===== src/rtl/sun_pll_lockdet_pkg.sv =====
// Shared types and helpers for the SUN PLL lock detector.
// Holds the FSM state encoding and the in-tolerance decision for a measured window.
package sun_pll_lockdet_pkg;

   typedef enum logic [1:0] {
      IDLE  = 2'd0,
      ARM   = 2'd1,
      COUNT = 2'd2,
      STALL = 2'd3
   } state_e;

   // Widened to int before subtracting so a short or long window can never wrap.
   function automatic logic in_tol(input int cnt, input int nom, input int tol);
      int diff;
      diff = cnt - nom;
      if (diff < 0) begin
         diff = -diff;
      end
      return (diff <= tol);
   endfunction

endpackage


===== src/rtl/sun_pll_refsync.sv =====
// Brings the asynchronous reference clock into the CK domain.
// Emits a single-cycle REF_RISE on each synchronized rising edge.
module sun_pll_refsync #(
   parameter int SYNC_STAGES = 2
) (
   input  logic CK,
   input  logic RST,
   input  logic CK_REF,
   output logic REF_RISE
);

   logic [SYNC_STAGES-1:0] sync_q;
   logic                   edge_q;

   always_ff @(posedge CK) begin
      if (RST) begin
         sync_q <= '0;
         edge_q <= 1'b0;
      end else begin
         sync_q <= {sync_q[SYNC_STAGES-2:0], CK_REF};
         edge_q <= sync_q[SYNC_STAGES-1];
      end
   end

   assign REF_RISE = sync_q[SYNC_STAGES-1] & ~edge_q;

endmodule


===== src/rtl/sun_pll_lockdet.sv =====
// Lock detector: counts CK cycles per reference period, reports each window,
// asserts LOCK after a run of in-tolerance windows and flags a stalled reference.
module sun_pll_lockdet
   import sun_pll_lockdet_pkg::*;
#(
   parameter int CNT_W       = 8,
   parameter int NOM         = 32,
   parameter int TOL         = 2,
   parameter int LOCK_CNT    = 4,
   parameter int SYNC_STAGES = 2
) (
   input  logic             CK,
   input  logic             RST,
   input  logic             PWRUP_1V8,
   input  logic             CK_REF,
   output logic             LOCK,
   output logic [CNT_W-1:0] MEAS,
   output logic             MEAS_VLD,
   output logic             ERR
);

   localparam logic [CNT_W-1:0] CNT_MAX    = '1;
   localparam logic [CNT_W-1:0] CNT_ONE    = CNT_W'(1);
   localparam logic [3:0]       LOCK_CNT_L = 4'(LOCK_CNT);

   state_e           state_q, state_d;
   logic [CNT_W-1:0] cnt_q, cnt_d;
   logic [CNT_W-1:0] meas_q, meas_d;
   logic [3:0]       good_q, good_d;
   logic             lock_q, lock_d;
   logic             vld_q, vld_d;
   logic             err_q, err_d;
   logic             ref_rise;
   logic             win_good;
   logic [3:0]       good_inc;

   sun_pll_refsync #(
      .SYNC_STAGES(SYNC_STAGES)
   ) u_refsync (
      .CK      (CK),
      .RST     (RST),
      .CK_REF  (CK_REF),
      .REF_RISE(ref_rise)
   );

   assign win_good = in_tol(int'(cnt_q), NOM, TOL);
   assign good_inc = (good_q == LOCK_CNT_L) ? good_q : good_q + 4'd1;

   // Power-down outranks everything; a reference edge on a saturated count still measures.
   always_comb begin
      state_d = state_q;
      cnt_d   = cnt_q;
      meas_d  = meas_q;
      good_d  = good_q;
      lock_d  = lock_q;
      vld_d   = 1'b0;
      err_d   = err_q;
      if (!PWRUP_1V8) begin
         state_d = IDLE;
         cnt_d   = '0;
         good_d  = '0;
         lock_d  = 1'b0;
         err_d   = 1'b0;
      end else begin
         case (state_q)
            IDLE: begin
               state_d = ARM;
            end
            ARM: begin
               if (ref_rise) begin
                  state_d = COUNT;
                  cnt_d   = CNT_ONE;
               end
            end
            COUNT: begin
               if (ref_rise) begin
                  meas_d = cnt_q;
                  vld_d  = 1'b1;
                  cnt_d  = CNT_ONE;
                  if (win_good) begin
                     good_d = good_inc;
                     lock_d = (good_inc == LOCK_CNT_L);
                  end else begin
                     good_d = '0;
                     lock_d = 1'b0;
                  end
               end else if (cnt_q == CNT_MAX) begin
                  state_d = STALL;
                  err_d   = 1'b1;
                  lock_d  = 1'b0;
                  good_d  = '0;
               end else begin
                  cnt_d = cnt_q + CNT_ONE;
               end
            end
            STALL: begin
               if (ref_rise) begin
                  state_d = COUNT;
                  cnt_d   = CNT_ONE;
               end
            end
            default: begin
               state_d = IDLE;
            end
         endcase
      end
   end

   always_ff @(posedge CK) begin
      if (RST) begin
         state_q <= IDLE;
         cnt_q   <= '0;
         meas_q  <= '0;
         good_q  <= '0;
         lock_q  <= 1'b0;
         vld_q   <= 1'b0;
         err_q   <= 1'b0;
      end else begin
         state_q <= state_d;
         cnt_q   <= cnt_d;
         meas_q  <= meas_d;
         good_q  <= good_d;
         lock_q  <= lock_d;
         vld_q   <= vld_d;
         err_q   <= err_d;
      end
   end

   assign LOCK     = lock_q;
   assign MEAS     = meas_q;
   assign MEAS_VLD = vld_q;
   assign ERR      = err_q;

endmodule


===== config.mk =====
export PLATFORM = sky130hd
export DESIGN_NAME = sun_pll_lockdet
export DESIGN_NICKNAME = d
export VERILOG_FILES = /design/src/rtl/sun_pll_lockdet_pkg.sv /design/src/rtl/sun_pll_refsync.sv /design/src/rtl/sun_pll_lockdet.sv
export SDC_FILE = /design/constraint.sdc
export NUM_CORES = 1
export LEC_CHECK = 0
export CORE_MARGIN = 4
export CORE_UTILIZATION = 55
export CTS_BUF_LIST = sky130_fd_sc_hd__clkbuf_8
export DETAILED_ROUTE_END_ITERATION = 12
export PLACE_DENSITY = 0.74
export SYNTH_ARGS = -nofsm -noshare
export SYNTH_HDL_FRONTEND = slang
export SYNTH_SLANG_ARGS = --single-unit

===== constraint.sdc =====
create_clock -name CK -period 2.9 [get_ports CK]
set_input_delay 0.87 -clock CK [delete_from_list [all_inputs] [get_ports CK]]
set_output_delay 0.87 -clock CK [all_outputs]
set_load 0.01 [all_outputs]

**Word-level counts from Yosys, hierarchy flattened**

Index checks and enable logic that the tools add are counted.
W data, S select, Z words.

- $add $sub $neg: 4
- $lt $le $gt $ge: 2
- Equality and inequality tests: 10
- Multiplexer cells: 17
- Bitwise logic cells: 5
- Reduce and logical (&&, ||, !) cells: 11

Operator list:

| operator | count |
|---|---|
| $le A32 B3 Y1 const B | 1 |
| $mux W32 | 1 |
| $neg A9 Y32 | 1 |
| $mux W8 | 3 |
| $mux W4 | 4 |
| $pmux W8 S2 | 1 |
| $reduce_and A3 Y1 | 4 |
| $lt A9 B1 Y1 const B | 1 |
| $sub A8 B6 Y9 const B | 1 |
| $add A8 B1 Y8 const B | 1 |
| $eq A4 B3 Y1 const B | 2 |
| $eq A8 B8 Y1 const B | 1 |
| $mux W2 | 3 |
| $pmux W2 S3 | 1 |
| $add A4 B1 Y4 const B | 1 |
| $eq A2 B2 Y1 const B | 2 |
| $mux W1 | 4 |
| $ne A2 B2 Y1 const B | 2 |
| $not A1 Y1 | 4 |
| $reduce_bool A2 Y1 | 2 |
| $reduce_or A2 Y1 | 2 |
| $ne A3 B3 Y1 const B | 1 |
| $reduce_or A3 Y1 | 1 |
| $eq A2 B1 Y1 const B | 1 |
| 4 further kinds | 4 |

- Flip-flop bits (word level): 28
- Input bits: 4
- Output and inout bits: 11
- Logic and storage cells: 58

**Logic depth before layout (Yosys ltp)**

Gate-level depths: netlist of run 1.

- Word-level depth: 6
- Gate-level depth with buffers: 8
- Depth with buffers taken out: 8

**Hierarchy**

Synthesis of run 1 repeated with hierarchy kept, for this count alone.

- Cells, all modules: 185
- Area, all modules: 1592.8 um^2

Modules (own cells, without submodules):

| module | instances | cells an instance | area an instance (um^2) | seq. area each (um^2) |
|---|---|---|---|---|
| sun_pll_lockdet | 1 | 178 | 1505.2 | 500.5 |
| sun_pll_refsync | 1 | 7 | 87.6 | 60.1 |

**Worst setup path after synthesis of run 1**

Ideal clock, no wire load.

- Path type: reg2reg
- Start: reg cnt_q[5]
- End: reg lock_q (netlist: LOCK)
- Setup time: 70 ps
- Arrival: 1890 ps
- Data required time: 2830 ps
- Setup slack: 939 ps
- Stages on the path, launching flop included: 9
- Path buffers: 0
- Period minus slack after synthesis: 1961 ps
- Path through: dfxtp_1 > inv_1 > ha_1 > or4_1 > a21oi_1 > a31oi_1 > a211oi_4 > nand3_1 > a21oi_1

- Longest elaborated chain between the ends: 6
- Elaborated cells on any way between the ends: 10
- Classes of those cells: add/sub (2); order compare (2); eq/ne (1); mux (3); reduce/logical (2)

Ends and longest elaborated chain:

| what | line | RTL |
|---|---|---|
| from (decl) | sun_pll_lockdet.sv:27 | `logic [CNT_W-1:0] cnt_q, cnt_d;` |
| from (signal assigned) | sun_pll_lockdet.sv:120 | `cnt_q <= cnt_d;` |
| $sub A8 B6 Y9 | sun_pll_lockdet_pkg.sv:15 | `diff = cnt - nom;` |
| $neg A9 Y32 / $lt A9 B1 Y1 (equally long branches) | sun_pll_lockdet_pkg.sv:17, sun_pll_lockdet_pkg.sv:16 |  |
| $mux W32 | sun_pll_lockdet_pkg.sv:16 | `if (diff < 0) begin` |
| $le A32 B3 Y1 | sun_pll_lockdet_pkg.sv:19 | `return (diff <= tol);` |
| $mux W1 | sun_pll_lockdet.sv:80 | `if (win_good) begin` |
| $mux W1 | sun_pll_lockdet.sv:76 | `if (ref_rise) begin` |
| to (signal assigned) | sun_pll_lockdet.sv:123 | `lock_q <= lock_d;` |
| to (decl) | sun_pll_lockdet.sv:30 | `logic lock_q, lock_d;` |

Several ways; a longest one is shown, not always the timed one.
A chain may end at the register's enable or synchronous reset.

**Worst setup path in the final report of run 1**

- Start: reg cnt_q[6]
- End: reg lock_q (netlist: LOCK)

The elaborated chain is that of the path after synthesis.

==> qor.txt, run 1 <==
Prevailing post-synth register cell: dfxtp_1
Depth of the worst register-to-register path: 8
Result of the run: finished, final reports clean
Final Hold Viols: 0
Worst setup skew after layout: 0.00472 ns
Number of buffers added on ports: 14
Clock power share: 41.7%
Setup total negative slack: 0 ns
Pin count of the biggest net entering global routing: 17
Fraction of post-synthesis cell area in the top cell type by area: 38.5%
Slew at the pin with the worst max-slew slack: 0.569 ns
Most numerous cell in the Yosys netlist: nor2_1
GRT Residual Overflow: 0
Maximum vdd ir drop: 0.000328 V
Endpoint of the lowest-slack register-to-register path: LOCK$_SDFFE_PP0P_
Startpoint of the worst-slack reg-to-reg timing path: cnt_q[6]$_SDFFE_PP0P_
Core Footprint: 2500 um2
Via count of the first global-routing pass: 1291
Die footprint: 3530 um2
Gate count after technology mapping: 178
Final WL: 3.24 mm
Number of sinks handled by clock tree synthesis: 28
TritonRoute pass-1 iters: 4
Mapped Avg Cell Area: 8.17 um2
Sum of net half-perimeters after detailed placement: 2.39 mm
Total count of max-transition violations in the final report: 0
Sequential-to-total area share from yosys stat: 38.5%
Starting DRC count in detailed routing: 56
CP Launch Type: flop
Netlist cell types: 39
Launch instance of the worst min-delay path: u_refsync.sync_q[0]$_SDFF_PP0_
Die boundary height: 59.4 um
Count of unresolved DRC violations after routing: 0
Initial Utilization: 58.2%
Internal power consumption: 588 uW
Vias: 1303
RSZ-0062 raised after global routing: false
Number of enable flip-flop cells after synthesis: 0
Critical path fanouts, max: 9
Cells resized by post-CTS repair: 0
Top-level port count: 15
Required arrival time at the worst endpoint: 3.11 ns
P_sw: 147 uW
Time the worst path needs with I/O delays and setup: 2.32 ns
Yosys warns: 0
Final setup violation count: 0
Asr flop ratio synth: 0%
Area growth from synthesis to final layout: 16.6%
Max-cap check violation count: 0
Clock edge transition at the registers on the reported setup and hold paths: 0.10 ns
Post-CTS Setup Bufs: 0
Number of buffers added by the clock tree synthesis step: 3
Filler Cells Inserted: 232
Fraction of power consumed by sequential logic: 53.2%
Hold_ws: 0.446 ns
Routed wire length per instance: 14.6 um
Number of antenna violations at the first check in global routing: 0
Data arrival at the endpoint of the critical path: 2.53 ns
Hold-fix buffers, CTS: 0
Most area-hungry cell type in the Yosys netlist: dfxtp_1
Clock latency reported for the late side of the worst-skew pair: 0.27 ns
Wire length of the first global-routing pass: 5.73 mm
Utilization after layout: 67.9%
Type of the worst min-delay path: reg2reg
PD cells: 433 nW/um2
Layout cells sized above 1: 5.21%
Synthesized netlist net count: 190
Antenna Diode Count: 0
Most used standard cells in the synthesized netlist: 32 x nor2_1, 28 x dfxtp_1, 10 x a21oi_1, 10 x nand2_1
Residual antenna-violating net count after detailed routing: 0
Number of flip-flops and latches in the synthesized netlist: 28
Slack of the worst reg-to-reg path: 0.58 ns
Worst Hold End: u_refsync.sync_q[1]$_SDFF_PP0_
Kind of capture point of the worst setup path: flop
Clock root buffer: clkbuf_8
Switching fraction of total power: 20.0%
Hold Crit Depth: 1
Portion of total power attributed to combinational logic: 5.1%
Buffer depth of the longest clock path: 2
Weighted congestion reported at the end of routability-driven placement: 0.838
Classification of the worst setup path: reg2reg
Core Rows: 18
Aggregate global-route resource usage: 21.0%
Achievable clock frequency: 431 MHz
Portion of the clock cycle consumed by the worst path in the final layout: 80.0%
Width of the die: 59.4 um
Synth area leaders: dfxtp_1 39%, nor2_1 8.3%, ha_1 6.9%, a21oi_1 3.4%, mux2i_1 3.4%
Net count, final: 205
Relative max-transition margin: 61.6%
Leakage power: 0.655 nW
Summed instance area of the synthesized netlist: 1460 um2
CTS tree: done
CTS H-Tree Depth: 1
Vias per cell: 5.87
[state kept, by name (all words and copies together) (netlist names)]
name / count
state_q: 2
MEAS: 8
MEAS_VLD: 1
LOCK: 1
ERR: 1
good_q: 4
cnt_q: 8
u_refsync.edge_q: 1
u_refsync.sync_q: 2
[through the flow]
stage | cells | area (um2) | setup slack [ns] | power, mW
2_1_floorplan | 178 | 1460 | 0.939 | 0.422
3_3_place_gp | 218 | 1630 | 0.562 | 0.435
3_5_place_dp | 218 | 1630 | 0.503 | 0.436
4_1_cts | 222 | 1700 | 0.575 | 0.742
5_1_grt | 222 | 1700 | 0.423 | 0.765
6_report | 222 | 1700 | 0.579 | 0.735
[power by group through the flow]
stage	registers (mW)	logic (mW)	clock network, mW
floorplan	0.399	0.0236	0
global placement	0.400	0.0355	0
detailed placement	0.399	0.0369	0
CTS	0.391	0.0372	0.315
global route	0.391	0.0416	0.332
finish	0.391	0.0375	0.306
[final cells by class]
cell class | count | area (um2) | area share [%]
multi-input combinational | 136 | 838 | 49.4
sequential | 28 | 561 | 33.0
timing repair buffer | 17 | 163 | 9.59
clock buffer | 3 | 41.3 | 2.43
tap | 30 | 37.5 | 2.21
clock inverter | 1 | 30.0 | 1.77
inverter | 7 | 26.3 | 1.55
[routing by layer]
metal  global-route usage, %  routed length, um  share of wire, %
met5                       0                  0                 0
met4                    6.80                 31              0.96
met3                    3.92                162               5.0
met2                    33.9               1550                48
met1                    28.2               1500                46
[logic make-up (layout without fill, tap and decap cells)]
kind of cell	count (synthesis)	after routing	synth area share, %
buffers and inverters	14	28	3.87
DFF	28	28	38.5
xor gates and xnor gates	4	4	2.41
and+or+nand+nor	80	80	26.8
adders and majority gates	8	8	6.88
muxes	5	5	3.44
AOI/OAI and AO/OA	39	39	18.1
[layout by cell type, fill, tap and decap left out, types with 3 or more instances in the layout]
master	netlist	final
a21oi_1	10	10
and2_1	3	3
and3_1	3	3
buf_4	0	3
clkbuf_8	0	3
clkdlybuf4s50_1	0	14
dfxtp_1	28	28
ha_1	8	8
inv_1	7	7
mux2i_1	5	5
nand2_1	10	10
nand2b_1	4	4
nand3_1	8	8
nor2_1	32	32
nor2b_1	8	8
nor3_1	4	4
o21ai_0	8	8
o21ai_1	4	4
o31ai_1	3	3
[worst max-delay path by stage]
stage,from,slack (ns),cells after the start,endpoint
final,cnt_q[6]$_SDFFE_PP0P_,0.58,8,LOCK$_SDFFE_PP0P_
after global routing,cnt_q[6]$_SDFFE_PP0P_,0.42,8,LOCK$_SDFFE_PP0P_
after CTS,cnt_q[5]$_SDFFE_PP0P_,0.57,8,LOCK$_SDFFE_PP0P_
after detailed placement,RST,0.50,7,cnt_q[4]$_SDFFE_PP0P_
after global placement,RST,0.56,7,cnt_q[4]$_SDFFE_PP0P_
after floorplan,cnt_q[5]$_SDFFE_PP0P_,0.94,8,LOCK$_SDFFE_PP0P_
[worst max-delay path, stage by stage, from the launching register on]
cell      delay, ns
dfxtp_1        0.51
inv_1          0.17
ha_1           0.32
or4_1          0.41
a21oi_1        0.14
a31oi_1        0.09
a211oi_4       0.35
nand3_1        0.12
a21oi_1        0.15
No activity file was read; power rests on OpenSTA's default activity.
==> run 2, diff against run 1 <==
--- a/config.mk
+++ b/config.mk
@@ -6,10 +6,10 @@
 export NUM_CORES = 1
 export LEC_CHECK = 0
 export CORE_MARGIN = 4
-export CORE_UTILIZATION = 55
+export CORE_UTILIZATION = 52
 export CTS_BUF_LIST = sky130_fd_sc_hd__clkbuf_8
 export DETAILED_ROUTE_END_ITERATION = 12
-export PLACE_DENSITY = 0.74
+export PLACE_DENSITY = 0.73
 export SYNTH_ARGS = -nofsm -noshare
 export SYNTH_HDL_FRONTEND = slang
 export SYNTH_SLANG_ARGS = --single-unit
==> constraint.sdc (replaced) <==
create_clock -name CK -period 2.13 [get_ports CK]
set_input_delay 0.639 -clock CK [delete_from_list [all_inputs] [get_ports CK]]
set_output_delay 0.639 -clock CK [all_outputs]
set_load 0.01 [all_outputs]
==> qor.txt, run 2 (synthesis gave the netlist of run 1 again) <==
Result of the run: finished, final reports clean
Depth of the worst register-to-register path: 7 (-1)
Count of non-filler cells in the finished layout: 224 (+0.90%)
Leakage power: 0.660 nW (+0.78%)
Starting DRC count in detailed routing: 63 (+13%)
Vias: 1279 (-1.8%)
Vias per cell: 5.71 (-2.7%)
Total count of max-transition violations in the final report: 0 (unchanged)
Worst Hold End: u_refsync.sync_q[1]$_SDFF_PP0_
CTS tree: done
Clock edge transition at the registers on the reported setup and hold paths: 0.09 ns (about the same)
Final design instance area without fill: 1710 um2 (+0.59%)
Initial Utilization: 56.7% (-1.5 points)
Slew at the pin with the worst max-slew slack: 0.528 ns (-0.0413 ns)
Setup total negative slack: 0 ns (unchanged)
Net count, final: 208 (+1.5%)
Final WL: 3.02 mm (-6.7%)
CP Launch Type: flop
Relative max-transition margin: 64.4% (+2.8 points)
Maximum vdd ir drop: 0.000453 V (+38%)
Type of the worst min-delay path: reg2reg
Startpoint of the worst-slack reg-to-reg timing path: cnt_q[0]$_SDFFE_PP0P_
Pre-CTS setup slack: 0.0967 ns (-0.407 ns)
Achievable clock frequency: 509 MHz (+18%)
Clock latency reported for the late side of the worst-skew pair: 0.27 ns (about the same)
Worst path max stage delay: 0.37 ns (-0.14 ns)
Leading cell types in the layout, fill and taps excluded: 32 x nor2_1, 28 x dfxtp_1, 14 x clkdlybuf4s50_1
Slack of the worst reg-to-reg path: 0.17 ns (-0.41 ns)
Data arrival at the endpoint of the critical path: 2.18 ns (-0.35 ns)
Width of the die: 60.9 um (+2.5%)
GRT Residual Overflow: 0 (unchanged)
Layout cells sized above 1: 7.73% (+2.5 points)
Core Rows: 18 (unchanged)
Antenna Diode Count: 0 (unchanged)
Kind of capture point of the worst setup path: flop
Via count of the first global-routing pass: 1231 (-4.6%)
Core Footprint: 2570 um2 (+2.7%)
Most common cell after layout, fill and taps aside: nor2_1
Count of unresolved DRC violations after routing: 0 (unchanged)
Number of antenna violations at the first check in global routing: 0 (unchanged)
Required arrival time at the worst endpoint: 2.34 ns (-0.77 ns)
CTS H-Tree Depth: 1 (unchanged)
Max-cap check violation count: 0 (unchanged)
Endpoint of the lowest-slack register-to-register path: cnt_q[6]$_SDFFE_PP0P_
Final setup violation count: 0 (unchanged)
Weighted congestion reported at the end of routability-driven placement: 0.787 (-6.1%)
Area growth from synthesis to final layout: 17.3%
Portion of the clock cycle consumed by the worst path in the final layout: 92.2% (+12 points)
Launch instance of the worst min-delay path: u_refsync.sync_q[0]$_SDFF_PP0_
Top-level port count: 15 (unchanged)
Residual antenna-violating net count after detailed routing: 0 (unchanged)
Number of buffers added by the clock tree synthesis step: 3 (unchanged)
Final Hold Viols: 0 (unchanged)
Post-CTS Setup Bufs: 0 (unchanged)
Number of sinks handled by clock tree synthesis: 28 (unchanged)
Die boundary height: 60.9 um (+2.5%)
TritonRoute pass-1 iters: 4 (unchanged)
Final WS setup: 0.167 ns (-0.412 ns)
Total power consumption of the routed design: 862 uW (+17%)
Hold Crit Depth: 1 (unchanged)
Filler Cells Inserted: 214 (-7.8%)
Pin count of the biggest net entering global routing: 15 (-2)
PD cells: 505 nW/um2 (+17%)
Dpl cells: 221 (+1.4%)
Routed wire length per instance: 13.5 um (-7.5%)
Clock root buffer: clkbuf_8
Wire length of the first global-routing pass: 5.47 mm (-4.5%)
Classification of the worst setup path: reg2reg
RSZ-0062 raised after global routing: false
Aggregate global-route resource usage: 19.5% (-1.5 points)
Cells traversed along the worst timing path: ha_1 > and3_1 > a41o_1 > a21oi_4 > nand2_1 > or3_1 > o21ai_1
Instance area after placement: 1650 um2 (+1.4%)
Time the worst path needs with I/O delays and setup: 1.96 ns (-0.358 ns)
Cell at the slowest stage of the critical path: dfxtp_1
Die footprint: 3710 um2 (+5.0%)
Worst setup skew after layout: 0.00176 ns (-0.00295 ns)
Number of buffers added on ports: 14 (unchanged)
Sum of net half-perimeters after detailed placement: 2.27 mm (-4.8%)
Critical path fanouts, max: 10 (+1)
Buffer depth of the longest clock path: 2 (unchanged)
-- run 2: routing by layer --
metal	GRT usage (%)	up-vias	wire length (um)
met5	0	-	0
met2	32.1	26	1410
met1	24.7	599	1430
met3	4.68	5	137
met4	7.43	0	45
li1	-	649	-
-- run 2: timing repair --
action                     CTS  global route
gates resized for setup      0             3
setup endpoints to repair    0             4
hold buffers                 0             0
-- run 2: power breakdown --
| part | total, mW | internal, mW | switching, mW |
|---|---|---|---|
| registers | 0.531 | 0.527 | 0.00422 |
| logic | 0.0510 | 0.0225 | 0.0286 |
| clock network | 0.279 | 0.127 | 0.152 |
| total | 0.862 | 0.677 | 0.185 |
-- run 2: how the worst max path moves through the flow --
stage | startpoint | end | slack, ns | cells past startpoint
CTS | cnt_q[5]$_SDFFE_PP0P_ | LOCK$_SDFFE_PP0P_ | 0.09 | 8
finish | cnt_q[0]$_SDFFE_PP0P_ | cnt_q[6]$_SDFFE_PP0P_ | 0.17 | 7
global placement | RST | cnt_q[6]$_SDFFE_PP0P_ | 0.10 | 6
global route | cnt_q[6]$_SDFFE_PP0P_ | good_q[1]$_SDFFE_PP0P_ | 0.001 | 8
floorplan | cnt_q[5]$_SDFFE_PP0P_ | LOCK$_SDFFE_PP0P_ | 0.17 | 8
detailed placement | RST | cnt_q[6]$_SDFFE_PP0P_ | 0.1 | 6
-- run 2: critical path: cells and delay by family, from the launching register on --
kind            cells  cell delay [ns]
simple gates        3             0.64
compound gates      3             0.62
flops               1             0.37
fa+ha+maj           1             0.26
-- run 2: per-stage QoR --
| stage | hold WS [ns] | utilization [%] |
|---|---|---|
| after floorplan | 0.414 | - |
| after global placement | 0.418 | 64.2 |
| after detailed placement | 0.422 | 64.2 |
| after CTS | 0.443 | 65.8 |
| after global routing | 0.474 | 66.5 |
| final | 0.439 | 66.5 |
-- run 2: layout make-up --
type | instances | area (um2) | area share (%)
clock buffer | 3 | 41.3 | 2.42
tap | 30 | 37.5 | 2.20
timing repair buffer | 20 | 185 | 10.9
inverter | 7 | 26.3 | 1.54
sequential | 28 | 561 | 32.8
multi-input combinational | 136 | 856 | 50.1
